==> src/rtl/game_pkg.sv <==
// rtl/game_pkg.sv - shared types, widths and the troop growth rule for the round scheduler
package game_pkg;

  localparam int LOG2_BORAD_WIDTH = 4;
  localparam int LOG2_PLAYER_CNT  = 3;
  localparam int PLAYER_CNT       = 2;
  localparam int LOG2_MAX_TROOP   = 9;
  localparam int LOG2_MAX_ROUND   = 12;

  typedef enum logic [LOG2_PLAYER_CNT-1:0] {
    NPC  = 3'd0,
    RED  = 3'd1,
    BLUE = 3'd2
  } player_t;

  typedef enum logic [1:0] {
    TERRITORY = 2'd0,
    MOUNTAIN  = 2'd1,
    CROWN     = 2'd2,
    CITY      = 2'd3
  } cell_t;

  typedef struct packed {
    player_t                   owner;
    cell_t                     kind;
    logic [LOG2_MAX_TROOP-1:0] troop;
  } cell_s;

  typedef enum logic [2:0] {
    S_IDLE,
    S_TURN,
    S_NEXT,
    S_GROW_RD,
    S_GROW_WR,
    S_HALT
  } state_t;

  // Troop count after one growth step; NPC and mountain cells never grow,
  // territory grows only on period rounds, and the count saturates.
  function automatic logic [LOG2_MAX_TROOP-1:0] grow_troop(input cell_s c, input logic territory_due);
    logic bump;
    bump = 1'b0;
    if (c.owner != NPC) begin
      case (c.kind)
        CROWN, CITY: bump = 1'b1;
        TERRITORY:   bump = territory_due;
        default:     bump = 1'b0;
      endcase
    end
    if (bump && (c.troop != '1)) begin
      return c.troop + LOG2_MAX_TROOP'(1);
    end
    return c.troop;
  endfunction

endpackage

==> src/rtl/game_round_scheduler_if.sv <==
// rtl/game_round_scheduler_if.sv - single-port cell-storage bus between scheduler and cell array
interface game_round_scheduler_if;
  import game_pkg::*;

  logic [LOG2_BORAD_WIDTH-1:0] cell_h;
  logic [LOG2_BORAD_WIDTH-1:0] cell_v;
  logic                        cell_rd_en;
  logic [LOG2_PLAYER_CNT-1:0]  cell_owner_in;
  logic [1:0]                  cell_type_in;
  logic [LOG2_MAX_TROOP-1:0]   cell_troop_in;
  logic                        cell_wr_en;
  logic [LOG2_MAX_TROOP-1:0]   cell_troop_out;

  modport master (
    output cell_h, cell_v, cell_rd_en, cell_wr_en, cell_troop_out,
    input  cell_owner_in, cell_type_in, cell_troop_in
  );

  modport slave (
    input  cell_h, cell_v, cell_rd_en, cell_wr_en, cell_troop_out,
    output cell_owner_in, cell_type_in, cell_troop_in
  );

endinterface

==> src/rtl/turn_timer.sv <==
// rtl/turn_timer.sv - per-turn down-counter, loaded on turn entry, flags expiry at zero
module turn_timer #(
  parameter int CYCLES = 100_000_000
)(
  input  logic clock,
  input  logic reset,
  input  logic load,
  input  logic enable,
  output logic expire
);

  localparam int TIMER_W = (CYCLES > 1) ? $clog2(CYCLES) : 1;

  logic [TIMER_W-1:0] count;

  // Reload on turn entry, otherwise count down while the turn runs.
  always_ff @(posedge clock) begin
    if (reset) begin
      count <= '0;
    end else if (load) begin
      count <= TIMER_W'(CYCLES - 1);
    end else if (enable && (count != '0)) begin
      count <= count - TIMER_W'(1);
    end
  end

  assign expire = enable && (count == '0);

endmodule

==> src/rtl/game_round_scheduler.sv <==
// rtl/game_round_scheduler.sv - turn/round sequencer with troop-growth sweep; optional GAME_TURN_TIMEOUT_EN turn timer
module game_round_scheduler
  import game_pkg::*;
#(
  parameter int BORAD_WIDTH      = 10,
  parameter int TERRITORY_PERIOD = 25
`ifdef GAME_TURN_TIMEOUT_EN
  , parameter int TURN_TIMEOUT_CYCLES = 100_000_000
`endif
)(
  input  logic                       clock,
  input  logic                       reset,
  input  logic                       start,
  input  logic                       move_done,
  input  logic                       game_over,
  game_round_scheduler_if.master     cell_bus,
  output logic [LOG2_PLAYER_CNT-1:0] current_player,
  output logic [LOG2_MAX_ROUND:0]    round,
  output logic                       turn_active,
  output logic                       turn_timeout
);

  localparam logic [LOG2_BORAD_WIDTH-1:0] LAST_COORD = LOG2_BORAD_WIDTH'(BORAD_WIDTH - 1);
  localparam int                  PHASE_W    = (TERRITORY_PERIOD > 1) ? $clog2(TERRITORY_PERIOD) : 1;
  localparam logic [PHASE_W-1:0]  PHASE_LAST = PHASE_W'(TERRITORY_PERIOD - 1);
  localparam logic [PHASE_W-1:0]  PHASE_INIT = (TERRITORY_PERIOD > 1) ? PHASE_W'(1) : PHASE_W'(0);
  localparam player_t             LAST_PLAYER = player_t'(PLAYER_CNT);

  state_t                      state;
  state_t                      next_state;
  player_t                     player;
  logic [PHASE_W-1:0]          phase;
  logic [LOG2_BORAD_WIDTH-1:0] h;
  logic [LOG2_BORAD_WIDTH-1:0] v;
  cell_s                       rd_cell;
  logic [LOG2_MAX_TROOP-1:0]   new_troop;
  logic                        troop_changed;
  logic                        last_cell;
  logic                        timeout;

`ifdef GAME_TURN_TIMEOUT_EN
  logic timer_load;

  assign timer_load = (state != S_TURN) && (next_state == S_TURN);

  turn_timer #(
    .CYCLES (TURN_TIMEOUT_CYCLES)
  ) u_turn_timer (
    .clock  (clock),
    .reset  (reset),
    .load   (timer_load),
    .enable (state == S_TURN),
    .expire (timeout)
  );
`else
  assign timeout = 1'b0;
`endif

  assign last_cell = (h == LAST_COORD) && (v == LAST_COORD);

  // Decode the read data and compute the grown troop; write only on change.
  always_comb begin
    rd_cell       = '{owner: player_t'(cell_bus.cell_owner_in),
                      kind:  cell_t'(cell_bus.cell_type_in),
                      troop: cell_bus.cell_troop_in};
    new_troop     = grow_troop(rd_cell, phase == '0);
    troop_changed = (state == S_GROW_WR) && (new_troop != rd_cell.troop);
  end

  assign cell_bus.cell_h         = h;
  assign cell_bus.cell_v         = v;
  assign cell_bus.cell_rd_en     = (state == S_GROW_RD);
  assign cell_bus.cell_wr_en     = troop_changed;
  assign cell_bus.cell_troop_out = troop_changed ? new_troop : '0;
  assign current_player          = player;
  assign turn_active             = (state == S_TURN);
  assign turn_timeout            = timeout;

  // Next-state decode; game_over overrides every other transition.
  always_comb begin
    next_state = state;
    case (state)
      S_IDLE:    if (start) next_state = S_TURN;
      S_TURN:    if (move_done || timeout) next_state = S_NEXT;
      S_NEXT:    next_state = (player == LAST_PLAYER) ? S_GROW_RD : S_TURN;
      S_GROW_RD: next_state = S_GROW_WR;
      S_GROW_WR: next_state = last_cell ? S_TURN : S_GROW_RD;
      S_HALT:    next_state = S_HALT;
      default:   next_state = S_IDLE;
    endcase
    if (game_over) next_state = S_HALT;
  end

  // State register plus player rotation, sweep address and round bookkeeping.
  always_ff @(posedge clock) begin
    if (reset) begin
      state  <= S_IDLE;
      player <= RED;
      round  <= (LOG2_MAX_ROUND + 1)'(1);
      phase  <= PHASE_INIT;
      h      <= '0;
      v      <= '0;
    end else begin
      state <= next_state;
      if (!game_over) begin
        case (state)
          S_NEXT: begin
            if (player == LAST_PLAYER) begin
              h <= '0;
              v <= '0;
            end else begin
              player <= player_t'(player + LOG2_PLAYER_CNT'(1));
            end
          end
          S_GROW_WR: begin
            if (h == LAST_COORD) begin
              h <= '0;
              if (v == LAST_COORD) begin
                v      <= '0;
                player <= RED;
                if (round != '1) begin
                  round <= round + (LOG2_MAX_ROUND + 1)'(1);
                  phase <= (phase == PHASE_LAST) ? PHASE_W'(0) : phase + PHASE_W'(1);
                end
              end else begin
                v <= v + LOG2_BORAD_WIDTH'(1);
              end
            end else begin
              h <= h + LOG2_BORAD_WIDTH'(1);
            end
          end
          default: ;
        endcase
      end
    end
  end

endmodule

==> src/flat_wrapper.sv <==
// flat-port wrapper written by rule: the top's interface ports become plain ports
module game_round_scheduler_flat import game_pkg::*;
#(
  parameter int BORAD_WIDTH      = 10,
  parameter int TERRITORY_PERIOD = 25

)
  (clock, reset, start, move_done, game_over, current_player, round, turn_active, turn_timeout, cell_bus_cell_h, cell_bus_cell_v, cell_bus_cell_rd_en, cell_bus_cell_wr_en, cell_bus_cell_troop_out, cell_bus_cell_owner_in, cell_bus_cell_type_in, cell_bus_cell_troop_in);
  game_round_scheduler_if cell_bus_i ();
  input  logic clock;
  input  logic reset;
  input  logic start;
  input  logic move_done;
  input  logic game_over;
  output logic [LOG2_PLAYER_CNT-1:0] current_player;
  output logic [LOG2_MAX_ROUND:0] round;
  output logic turn_active;
  output logic turn_timeout;
  output wire logic [$bits(cell_bus_i.cell_h)-1:0] cell_bus_cell_h;
  output wire logic [$bits(cell_bus_i.cell_v)-1:0] cell_bus_cell_v;
  output wire logic [$bits(cell_bus_i.cell_rd_en)-1:0] cell_bus_cell_rd_en;
  output wire logic [$bits(cell_bus_i.cell_wr_en)-1:0] cell_bus_cell_wr_en;
  output wire logic [$bits(cell_bus_i.cell_troop_out)-1:0] cell_bus_cell_troop_out;
  input wire logic [$bits(cell_bus_i.cell_owner_in)-1:0] cell_bus_cell_owner_in;
  input wire logic [$bits(cell_bus_i.cell_type_in)-1:0] cell_bus_cell_type_in;
  input wire logic [$bits(cell_bus_i.cell_troop_in)-1:0] cell_bus_cell_troop_in;
  assign cell_bus_cell_h = cell_bus_i.cell_h;
  assign cell_bus_cell_v = cell_bus_i.cell_v;
  assign cell_bus_cell_rd_en = cell_bus_i.cell_rd_en;
  assign cell_bus_cell_wr_en = cell_bus_i.cell_wr_en;
  assign cell_bus_cell_troop_out = cell_bus_i.cell_troop_out;
  assign cell_bus_i.cell_owner_in = cell_bus_cell_owner_in;
  assign cell_bus_i.cell_type_in = cell_bus_cell_type_in;
  assign cell_bus_i.cell_troop_in = cell_bus_cell_troop_in;
  game_round_scheduler #(.BORAD_WIDTH(BORAD_WIDTH), .TERRITORY_PERIOD(TERRITORY_PERIOD)) u_core (.clock(clock), .reset(reset), .start(start), .move_done(move_done), .game_over(game_over), .cell_bus(cell_bus_i), .current_player(current_player), .round(round), .turn_active(turn_active), .turn_timeout(turn_timeout));
endmodule
==> config.mk <==
export PLATFORM = sky130hd
export DESIGN_NAME = game_round_scheduler_flat
export DESIGN_NICKNAME = d
export VERILOG_FILES = /design/src/rtl/game_pkg.sv /design/src/rtl/game_round_scheduler_if.sv /design/src/rtl/turn_timer.sv /design/src/rtl/game_round_scheduler.sv /design/src/flat_wrapper.sv
export SDC_FILE = /design/constraint.sdc
export NUM_CORES = 1
export LEC_CHECK = 0
export ABC_AREA = 1
export CORE_ASPECT_RATIO = 1.2
export CORE_MARGIN = 3
export CORE_UTILIZATION = 30
export DETAILED_ROUTE_END_ITERATION = 8
export GPL_ROUTABILITY_DRIVEN = 0
export MAX_ROUTING_LAYER = met4
export SLEW_MARGIN = 20
export SYNTH_ARGS = -nofsm -noshare
export SYNTH_HDL_FRONTEND = slang
export SYNTH_SLANG_ARGS = --single-unit
==> constraint.sdc <==
create_clock -name clock -period 3.5 [get_ports clock]
set_clock_uncertainty 0.2 [all_clocks]
set_input_delay 0.7 -clock clock [delete_from_list [all_inputs] [get_ports clock]]
set_output_delay 0.7 -clock clock [all_outputs]
set_load 0.005 [all_outputs]
* Word-level counts from Yosys, hierarchy flattened
Index checks and enable logic that the tools add are counted.
** Storage, ports and cells
- Bits in registers :: 32
- Bits of input ports :: 19
** Operators by class
- Muxes and demuxes :: 23
- Add/subtract/negate cells :: 6
- Reductions and logical operators :: 16
- Eq/ne operators :: 22
- Bitwise logic cells :: 1
** Operators with widths (count)
- two-way mux 9 bit :: 3
- two-way mux 3 bit :: 6
- one-hot mux 3 bit (6 select lines) :: 1
- two-way mux 4 bit :: 4
- one-hot mux 4 bit (2 select lines) :: 2
- adder 13 x 1 -> 13 bit (second input constant) :: 1
- inequality test 13 bit (second input constant) :: 1
- AND reduction 5 bit :: 2
- adder 9 x 1 -> 9 bit (second input constant) :: 1
- == test 3 x 2 -> 1 bit (second input constant) :: 3
- inequality test 9 bit :: 1
- inequality test 9 bit (second input constant) :: 1
- adder 4 x 1 -> 4 bit (second input constant) :: 2
- == test 4 bit (second input constant) :: 2
- == test 3 bit (second input constant) :: 2
- inequality test 2 x 1 -> 1 bit (second input constant) :: 3
- inequality test 2 bit (second input constant) :: 3
- inequality test 3 bit (second input constant) :: 2
- one-hot mux 3 bit (2 select lines) :: 1
- adder 5 x 1 -> 5 bit (second input constant) :: 1
- == test 5 bit (second input constant) :: 1
- zero test 5 bit :: 1
- two-way mux 5 bit :: 1
- == test 2 bit (second input constant) :: 2
- other kinds (15) :: 21

* Depth between registers and ports, before layout
- Depth after elaboration :: 10
- Depth in mapped cells :: 11
- Mapped depth without buffers :: 11

* Least setup slack after synthesis
No wires, ideal clock.
- Kind :: input to output
- From :: input cell_bus_cell_troop_in[0]
- To :: output cell_bus_cell_troop_out[7]
- Arrival time :: 1.975 ns
- Path slack :: 0.625 ns
- Required time :: 2.600 ns
- Buffers on the path :: 0
- Cell stages on the path :: 11
- Path through :: ha_1 -> nand3_1 -> nor2_1 -> nand3_1 -> nor2_1 -> ha_1 -> nor3_1 -> nand2_1 -> inv_1 -> o21ai_0 -> nor2_1
** Between the ends
- Cells in the longest elaborated chain, start to end :: 7
- Elaborated cells on any way between the ends :: 9
- Those cells by class :: add/sub: 1; eq/ne: 2; mux: 4; reduce/logical: 2
** Ends and longest elaborated chain
- from (decl) :: RTL line flat_wrapper.sv:26 : input wire logic [$bits(cell_bus_i.cell_troop_in)-1:0] cell_bus_cell_troop_in;
- branches (longest 4 deep; another with adder 9 x 1 -> 9 bit)
- inequality test 9 bit (*) :: RTL line game_round_scheduler.sv:67 : troop_changed = (state == S_GROW_WR) && (new_troop != rd_cell.troop);
- logical AND 1 bit (*) :: RTL line game_round_scheduler.sv:67
- via cell_bus_cell_wr_en :: RTL line flat_wrapper.sv:22 : output wire logic [$bits(cell_bus_i.cell_wr_en)-1:0] cell_bus_cell_wr_en;
- two-way mux 9 bit (*) :: RTL line game_round_scheduler.sv:74 : assign cell_bus.cell_troop_out = troop_changed ? new_troop : '0;
- to (decl) :: RTL line flat_wrapper.sv:23 : output wire logic [$bits(cell_bus_i.cell_troop_out)-1:0] cell_bus_cell_troop_out;
Mark *: on every way through the listed nets, which the timed path passes. The select of a mux whose other input is x is not followed.

* Final worst setup path
- From :: input cell_bus_cell_troop_in[1]
- To :: output cell_bus_cell_troop_out[7]
** Between the ends
- Cells in the longest elaborated chain, start to end :: 7
- Elaborated cells on any way between the ends :: 9
- Those cells by class :: add/sub: 1; eq/ne: 2; mux: 4; reduce/logical: 2
** Ends and longest elaborated chain (RTL line)
- branches (longest 6 deep; another with adder 9 x 1 -> 9 bit)
- two-way mux 9 bit (*) :: game_round_scheduler.sv:74
Mark *: on every way between the ends. The select of a mux whose other input is x is not followed.

==> results.sh <==
export IMPL_drc=0
export IMPL_track_usage_pct=14.6
export IMPL_path_class="input pin to output pin"
export IMPL_dp_slack_ps=-320
export IMPL_design_die_area_um2=8320
export IMPL_cts_root_buffer="clkbuf_8"
export IMPL_fmax_ghz=0.298
export IMPL_hold_path_cell_count=2
export IMPL_syn_area_per_cell_um2=6.46
export IMPL_ys_seq_elements=32
export IMPL_rsz0062_at_grt="false"
export IMPL_drv_cap=0
export IMPL_synthCells=337
export IMPL_worst_path_max_fanout=4
export IMPL_portBuffers=54
export IMPL_status="completed"
export IMPL_fin_ws_ps=146
export IMPL_grt_pass1_wl_um=9800
export IMPL_pwr_share_clk_pct=35.3
export IMPL_fin_cells=498
export IMPL_cts_made_buffers=5
export IMPL_routed_wl_um=5730
export IMPL_die_w_um=83.7
export IMPL_slew_viol_final=0
export IMPL_antenna_found_initial=0
export IMPL_clk_latency_ps=290
export IMPL_period_needed_ps=3350
export IMPL_path_clk_slew_ps=70
export IMPL_die_h_um=99.3
export IMPL_drt_iter0_markers=66
export IMPL_ys_warn_count=0
export IMPL_ir_drop_mv=0.120
export IMPL_setup_viol=0
export IMPL_core_area_um2=6940
export IMPL_antennaDiodeCount=0
export IMPL_cts_tree="yes"
export IMPL_critPathCaptureType="output pin"
export IMPL_r2r_cells=8
export IMPL_io_pins=56
export IMPL_synth_nets=367
export IMPL_grt_pass1_vias=2263
export IMPL_drt_wirelength_per_cell_um=11.5
export IMPL_place_hpwl_um=4300
export IMPL_cts_sinks=32
export IMPL_hold_end="u_core.phase[4]"
export IMPL_internal_power_mw=0.565
export IMPL_route_vias_total=2375
export IMPL_seq_area_frac_synth_pct=29.4
export IMPL_grt_max_degree=22
export IMPL_crit_required_ps=2600
export IMPL_leakagePower_nw=1.34
export IMPL_finalHoldViolCount=0
export IMPL_std_cell_rows=33
export IMPL_p_sw_share_pct=26.4
export IMPL_worstPathArrival_ps=2450
export IMPL_vias_per_cell=4.77
export IMPL_comb_power_share_pct=15.2
export IMPL_cts_max_level=2
export IMPL_tns_ps=0
export IMPL_p_sw_mw=0.203
export IMPL_p_seq_share_pct=49.5
export IMPL_cp_start_kind="input pin"
export IMPL_finalPower_mw=0.768
export IMPL_grt_ovfl_total=0
export IMPL_postRouteAntennaNets=0
export IMPL_netlist_area_um2=2180
export IMPL_period_share_pct=95.8
export IMPL_ff2ff_setup_slack_ps=1530
export IMPL_ys_types=29
export IMPL_r2r_end="u_core.phase[1]"
export IMPL_rr_startpoint="u_core.round[0]"
export IMPL_min_delay_path_class="flop to flop"
export IMPL_fillers=743
export IMPL_min_from="u_core.phase[4]"
export IMPL_fin_util_pct=43.8
export IMPL_p_per_area_nw_per_um2=253
export IMPL_nets=441
export IMPL_clockBufferDepth=2
export IMPL_initial_core_util_pct=31.4
export IMPL_dr_pass1_iters=4
export IMPL_place_inst=486
export IMPL_drive_gt1_share_pct=13.1
export IMPL_areaGrowthSynthToFinish_pct=39.6
-- registers in the layout, indices dropped and copies added, names as in the netlist --
name,count
u_core.phase,5
u_core.cell_bus.cell_v,4
u_core.state,3
u_core.current_player,3
u_core.round,13
u_core.cell_bus.cell_h,4
-- critical path, cell delays in order --
cell            delay, ps
dlymetal6s2s_1        150
ha_4                  170
nand3_4                80
nor2_4                130
nand3_2                80
nor2_2                120
ha_2                  170
nor3_1                 40
nand2_1               110
inv_2                  60
buf_4                 130
buf_4                 120
o21ai_0                60
nor2_1                 60
dlygate4sd2_1         270
-- area by class of cell --
type	count	area (um^2)	area share, %
Clock buffer	6	72.6	2.39
Clock inverter	1	5.00	0.165
Inverter	39	149	4.90
Multi-Input combinational cell	262	1400	46.0
Sequential cell	32	641	21.1
Tap cell	87	109	3.58
Timing Repair Buffer	71	663	21.8
-- metal layers --
metal,track usage [%],part of all wire (%),wire (um),vias to the layer above
met5,-,0,0,-
met4,6.19,3.0,172,0
met3,3.23,3.2,183,14
met2,25.8,51,2900,44
met1,15.8,43,2470,1087
li1,-,-,-,1230
-- power groups by stage --
stage | combinational [mW] | clock, mW | sequential (mW)
2_1_floorplan | 0.0523 | 0 | 0.387
3_3_place_gp | 0.112 | 0 | 0.388
3_5_place_dp | 0.113 | 0 | 0.388
4_1_cts | 0.113 | 0.283 | 0.380
5_1_grt | 0.131 | 0.298 | 0.381
6_report | 0.117 | 0.271 | 0.380
-- cell usage in the layout, fill, tap and decap left out, types with 2 or more instances in the layout --
master	count
nor2_1	47
dlymetal6s2s_1	4
o21ai_0	11
dfxtp_1	32
nor2_4	5
nand4_1	9
a21oi_1	24
clkbuf_8	5
nand3b_1	4
clkdlybuf4s50_1	39
nand2_1	89
or2_2	3
ha_1	9
dlygate4sd2_1	9
xnor2_1	4
inv_2	3
nand3_1	27
buf_4	17
a21oi_2	2
nor3_1	7
inv_1	34
nor2_2	4
nand2_2	4
xor2_1	4
-- cells by family after synthesis --
logic type | share of synthesized area (%)
simple gates | 43.4
buf+inv | 8.22
compound gates | 9.20
flops | 29.4
fa+ha+maj | 6.33
xor+xnor | 3.22
other cells | 0.172
-- worst max path at each step --
stage / start / end / slack, ps
4_1_cts: cell_bus_cell_troop_in[1] / cell_bus_cell_troop_out[7] / -150
6_report: cell_bus_cell_troop_in[1] / cell_bus_cell_troop_out[7] / 150
5_1_grt: cell_bus_cell_troop_in[1] / cell_bus_cell_troop_out[7] / 20
2_1_floorplan: cell_bus_cell_troop_in[0] / cell_bus_cell_troop_out[7] / 630
3_3_place_gp: cell_bus_cell_troop_in[0] / cell_bus_cell_troop_out[7] / -270
3_5_place_dp: cell_bus_cell_troop_in[0] / cell_bus_cell_troop_out[7] / -320
-- what timing repair did --
action | in CTS | in global routing
pin swaps | 1 | 3
endpoints found under the setup margin | 10 | 10
buffers inserted | 4 | 1
cloned | 0 | 0
hold buffers | 0 | 0
resized for setup | 15 | 15
endpoints found under the hold margin | 0 | 0
-- through the flow --
step | hold WS (ps) | area (um^2)
global placement | 276 | 2890
global route | 318 | 3040
CTS | 295 | 2980
detailed placement | 285 | 2890
finish | 292 | 3040
floorplan | 252 | 2180
-- cell usage after synthesis --
cell type  count  share of area (%)
a21oi_1       24                5.5
a21oi_2        2               0.81
buf_4          1               0.35
buf_8          1               0.69
clkbuf_1       2               0.35
clkinv_1       1               0.17
conb_1         1               0.17
dfxtp_1       32                 29
ha_1          11                6.3
inv_1         36                6.2
inv_2          1               0.17
inv_4          1               0.29
nand2_1       89                 15
nand2_2        4                1.1
nand2_4        1               0.52
nand3_1       29                6.7
nand3b_1       4                1.4
nand4_1        9                2.6
nand4_4        1               0.98
nor2_1        49                8.5
nor2_2         3               0.86
nor2_4         4                2.1
nor2_8         1               0.92
nor3_1         7                1.6
o21ai_0       11                2.5
o21bai_1       1               0.35
or2_2          3               0.86
xnor2_1        4                1.6
xor2_1         4                1.6
No activity file was read; power rests on OpenSTA's default activity.
